===== src/rtl/layer_weight_loader.sv =====
// Avalon-MM initiator: streams weights into consecutive PIO weight registers, optionally reading each back.
// 2 cycles/weight (3 with readback) + 1 per waitrequest cycle; in_ready only in FETCH, bus outputs frozen during waitrequest.
module layer_weight_loader #(
    parameter int          NUM_WEIGHTS = 16,
    parameter int          WEIGHT_W    = 17,
    parameter int          ADDR_W      = 16,
    parameter int unsigned BASE_ADDR   = 0,
    parameter int unsigned STRIDE      = 16,
    parameter bit          VERIFY      = 1'b1
) (
    input  logic                         clk,
    input  logic                         reset_n,
    input  logic                         start,
    input  logic                         in_valid,
    input  logic [WEIGHT_W-1:0]          in_data,
    output logic                         in_ready,
    output logic [ADDR_W-1:0]            avm_address,
    output logic                         avm_chipselect,
    output logic                         avm_write_n,
    output logic [31:0]                  avm_writedata,
    input  logic [31:0]                  avm_readdata,
    input  logic                         avm_waitrequest,
    output logic                         busy,
    output logic                         done,
    output logic                         error,
    output logic [$clog2(NUM_WEIGHTS):0] err_index
);
    localparam int                IDX_W    = $clog2(NUM_WEIGHTS) + 1;
    localparam logic [IDX_W-1:0]  LAST_IDX = IDX_W'(NUM_WEIGHTS - 1);
    localparam logic [ADDR_W-1:0] BASE     = ADDR_W'(BASE_ADDR);
    localparam logic [ADDR_W-1:0] STEP     = ADDR_W'(STRIDE);

    typedef enum logic [2:0] {IDLE, FETCH, WRITE, READ, DONE} state_t;

    state_t           state;
    logic [IDX_W-1:0] index;
    logic             xfer_done;
    logic             read_ok;
    logic             advance;

    assign in_ready  = (state == FETCH);
    assign xfer_done = !avm_waitrequest;
    // avm_writedata keeps the zero-extended weight through READ, so it doubles as the weight register
    assign read_ok   = (avm_readdata == avm_writedata);
    assign advance   = xfer_done && ((state == WRITE && !VERIFY) || (state == READ && read_ok));

    always_ff @(posedge clk or negedge reset_n) begin
        if (!reset_n) begin
            state          <= IDLE;
            index          <= '0;
            avm_address    <= BASE;
            avm_chipselect <= 1'b0;
            avm_write_n    <= 1'b1;
            avm_writedata  <= '0;
            busy           <= 1'b0;
            done           <= 1'b0;
            error          <= 1'b0;
            err_index      <= '0;
        end else begin
            case (state)
                IDLE, DONE: begin
                    if (start) begin
                        done        <= 1'b0;
                        error       <= 1'b0;
                        err_index   <= '0;
                        index       <= '0;
                        avm_address <= BASE;
                        busy        <= 1'b1;
                        state       <= FETCH;
                    end
                end
                FETCH: begin
                    if (in_valid) begin
                        avm_writedata  <= 32'(in_data);
                        avm_chipselect <= 1'b1;
                        avm_write_n    <= 1'b0;
                        state          <= WRITE;
                    end
                end
                WRITE: begin
                    if (xfer_done && VERIFY) begin
                        avm_write_n <= 1'b1;
                        state       <= READ;
                    end
                end
                READ: begin
                    if (xfer_done && !read_ok) begin
                        error          <= 1'b1;
                        err_index      <= index;
                        avm_chipselect <= 1'b0;
                        busy           <= 1'b0;
                        done           <= 1'b1;
                        state          <= DONE;
                    end
                end
                default: state <= IDLE;
            endcase

            if (advance) begin
                avm_chipselect <= 1'b0;
                avm_write_n    <= 1'b1;
                if (index == LAST_IDX) begin
                    busy  <= 1'b0;
                    done  <= 1'b1;
                    state <= DONE;
                end else begin
                    index       <= index + 1'b1;
                    avm_address <= avm_address + STEP;
                    state       <= FETCH;
                end
            end
        end
    end
endmodule


===== config.mk =====
export PLATFORM = sky130hd
export DESIGN_NAME = layer_weight_loader
export DESIGN_NICKNAME = d
export VERILOG_FILES = /design/src/rtl/layer_weight_loader.sv
export SDC_FILE = /design/constraint.sdc
export NUM_CORES = 1
export LEC_CHECK = 0
export CAP_MARGIN = 20
export CORE_AREA = 8 8 92 94
export CTS_BUF_LIST = sky130_fd_sc_hd__clkbuf_2 sky130_fd_sc_hd__clkbuf_4 sky130_fd_sc_hd__clkbuf_8
export DETAILED_ROUTE_END_ITERATION = 8
export DIE_AREA = 0 0 100 102
export GPL_ROUTABILITY_DRIVEN = 0
export PLACE_DENSITY = 0.77
export SLEW_MARGIN = 25
export SYNTH_ARGS = -nofsm -noshare
export SYNTH_HDL_FRONTEND = slang
export SYNTH_SLANG_ARGS = --single-unit

===== constraint.sdc =====
create_clock -name clk -period 1.6 [get_ports clk]
set_input_delay 0.48 -clock clk [delete_from_list [all_inputs] [get_ports clk]]
set_output_delay 0.48 -clock clk [all_outputs]
set_load 0.01 [all_outputs]

==> results.sh <==
export IMPL_pre_cts_slack_ns=-0.7901
export IMPL_max_stage_delay_ns=0.41
export IMPL_wl_met1_um=3011
export IMPL_endpoint_kind="register"
export IMPL_slowest_stage="dfrtp_1"
export IMPL_dpl_cell_area_um2=4125
export IMPL_rows=31
export IMPL_grt_start_max_net_pins=52
export IMPL_boundaryPins=113
export IMPL_cts_root_buffer="clkbuf_8"
export IMPL_async_flop_share_pct=100.0
export IMPL_met2_length_um=4191
export IMPL_hpwl_um=5892
export IMPL_path_cells="ha_2, nand4b_1, nand2b_4, nor4_4, buf_6, a21o_1, mux2i_1"
export IMPL_remaining_drc_errors=0
export IMPL_power_share_clock_pct=17.5
export IMPL_cts_htree_levels=2
export IMPL_grt_ovfl_total=0
export IMPL_core_area_um2=7059
export IMPL_vias=2449
export IMPL_wl_met3_um=901
export IMPL_p_comb_share_pct=48.4
export IMPL_finalSetupViolCount=28
export IMPL_start_util_pct=38.32
export IMPL_tns_ns=-3.749
export IMPL_crit_fanout=5
export IMPL_yosys_warnings=0
export IMPL_power_density_nw_per_um2=1199
export IMPL_p_int_w=0.003615
export IMPL_synthCells=253
export IMPL_tritoncts_num_buffers=5
export IMPL_fillers=588
export IMPL_nets=468
export IMPL_wire_per_inst_um=15.93
export IMPL_synth_area_um2=2705
export IMPL_period_share_pct=111.9
export IMPL_dr_pass1_iters=4
export IMPL_rsz0062_at_grt="yes"
export IMPL_cap_viol_max_count=0
export IMPL_layout_common_cells="50 x dlygate4sd2_1, 50 x buf_4, 48 x dfrtp_1, 23 x nand2_1, 19 x clkdlybuf4s50_1"
export IMPL_sw_frac_of_total_pct=33.46
export IMPL_violations="setup timing"
export IMPL_hold_path_class="in -> async"
export IMPL_final_area_um2=4532
export IMPL_r2r_start="index[0]"
export IMPL_cts_tree="done"
export IMPL_critPathArrivalTime_ns=1.98
export IMPL_sequentialPowerShare_pct=34.1
export IMPL_cp_required_ns=1.79
export IMPL_r2r_setup_slack_ns=-0.19
export IMPL_timing_fmax_ghz=0.5586
export IMPL_cp_start_kind="register"
export IMPL_r2r_cells=7
export IMPL_n_antenna_cell=0
export IMPL_portBuffers=97
export IMPL_clk_latency_ns=0.31
export IMPL_die_x_um=100
export IMPL_synth_edff_count=0
export IMPL_irDropWorstVdd_mv=0.8332
export IMPL_netSwitchingPower_w=0.001817
export IMPL_clock_sinks=51
export IMPL_status="finished with violations"
export IMPL_rr_endpoint="avm_address[4]"
export IMPL_clock_skew_ns=0.01254
export IMPL_final_hold_viol_count=0
export IMPL_grt_pass1_vias=2703
export IMPL_layout_drive_gt1_share_pct=35.59
export IMPL_clk_pin_slew_worst_paths_ns=0.10
export IMPL_drt_wl_total_um=8157
export IMPL_grt_util_all_layers_pct=16.01
export IMPL_ant_nets=0
export IMPL_crit_buf_inv=1
export IMPL_cts_buffer_depth=2
export IMPL_slew_viol_final=0
export IMPL_die_area_um2=10200
export IMPL_die_h_um=102
export IMPL_critPathKind="reg -> reg"
export IMPL_ys_flop_type="dfrtp_1"
export IMPL_ys_seq_area_share_pct=47.22
export IMPL_grt_pass1_wl_um=12910
export IMPL_p_leak_nw=2.209
export IMPL_topRoutingLayerUsed="met4"
export IMPL_synth_cell_type_count=42
export IMPL_cpLargestDelayFamily="simple AND/OR/NAND/NOR gates"
export IMPL_setup_ws_ns=-0.1902
export IMPL_antenna_found_initial=0
export IMPL_drt_initial_drc_count=74
export IMPL_layout_min_cycle_time_ns=1.790
export IMPL_viasPerCell=4.783
export IMPL_area_growth_synth_to_final_pct=67.53
export IMPL_syn_area_per_cell_um2=10.69
export IMPL_ys_seq_elements=51
[power by group through the flow]
stage / clock (W) / combinational [W] / sequential (W)
4_1_cts: 0.000973 / 0.00255 / 0.00184
2_1_floorplan: 0 / 0.00109 / 0.00198
3_5_place_dp: 0 / 0.00250 / 0.00189
3_3_place_gp: 0 / 0.00246 / 0.00187
6_report: 0.000950 / 0.00263 / 0.00185
5_1_grt: 0.00101 / 0.00285 / 0.00190
[sequential cells by signal, summed over array words and instances (netlist names)]
signal and count:
avm_address 16, avm_chipselect 1, avm_write_n 1, avm_writedata 17, busy 1, done 1
err_index 5, error 1, index 5, state 3
[cells in the mapped netlist, drive strengths merged (3+ instances only)]
cell type / instances / area share, %
mux2: 18 / 7.5
and3: 3 / 0.69
nor2: 12 / 1.7
nand3: 16 / 3.0
xnor2: 18 / 5.8
mux2i: 17 / 6.3
a21oi: 3 / 0.55
nor4: 6 / 2.5
nor3: 8 / 1.5
nand4: 6 / 1.4
nand2b: 3 / 0.97
o21ai: 3 / 0.55
and2: 6 / 1.4
inv: 9 / 1.2
dfrtp: 50 / 46
nand2: 25 / 3.5
a21o: 4 / 1.1
buf: 23 / 6.2
[worst max-delay path by stage]
stage / slack (ns) / startpoint / depth (start not counted) / endpoint
2_1_floorplan: -0.20 / avm_readdata[20] / 5 / index[1]
3_3_place_gp: -0.72 / avm_readdata[20] / 8 / avm_address[4]
6_report: -0.19 / index[0] / 7 / avm_address[4]
3_5_place_dp: -0.79 / avm_readdata[20] / 8 / avm_address[10]
5_1_grt: -0.28 / index[0] / 8 / avm_address[8]
4_1_cts: -0.20 / avm_writedata[4] / 7 / avm_address[4]
[routing by layer]
| metal | up-vias | track usage (%) |
|---|---|---|
| met1 | 1177 | 16.06 |
| li1 | 1164 | - |
| met4 | 0 | 4.419 |
| met2 | 104 | 28.84 |
| met5 | - | 0 |
| met3 | 4 | 7.834 |
[stage by stage]
stage | utilization [%] | hold slack [ns] | power, W | instances
finish | 64.20 | 0.1489 | 0.005432 | 512
CTS | 62.57 | 0.1593 | 0.005366 | 505
global placement | 58.44 | 0.4604 | 0.004324 | 484
global route | 64.20 | 0.1650 | 0.005765 | 512
floorplan | - | 0.1844 | 0.003066 | 267
detailed placement | 58.44 | 0.4694 | 0.004389 | 484
[kinds of logic (layout without fill, tap and decap cells)]
group | Yosys count | in the layout | share of synthesized area, %
muxes | 35 | 35 | 13.78
and+or+nand+nor | 91 | 91 | 18.87
buffers and inverters | 34 | 180 | 7.678
DFF | 51 | 51 | 47.22
adders and majority gates | 2 | 2 | 0.9249
other | 1 | 15 | 0.1386
xor gates and xnor gates | 18 | 18 | 5.828
AOI/OAI and AO/OA | 21 | 21 | 5.551
[worst reg2reg max path: stages, from the launching register on]
cell and delay, ns:
dfrtp_1 0.41, ha_2 0.18, nand4b_1 0.18, nand2b_4 0.08, nor4_4 0.33, buf_6 0.19, a21o_1 0.20, mux2i_1 0.10
[area by class of cell]
class / instances / area, um^2 / share of cell area (%)
Clock buffer: 6 / 82.58 / 1.822
Clock inverter: 2 / 35.03 / 0.7731
Inverter: 9 / 33.78 / 0.7454
Multi-Input combinational cell: 182 / 1520 / 33.55
Sequential cell: 51 / 1280 / 28.24
Tap cell: 99 / 123.9 / 2.733
Timing Repair Buffer: 163 / 1456 / 32.14
[repair_timing]
item                       in CTS  in global routing
gates resized for setup       134                 34
setup endpoints to repair      72                 36
cloned                          2                  0
setup buffers                  11                  8
pin swaps                      25                 19
hold buffers                    0                  0
No activity file was read; power rests on OpenSTA's default activity.
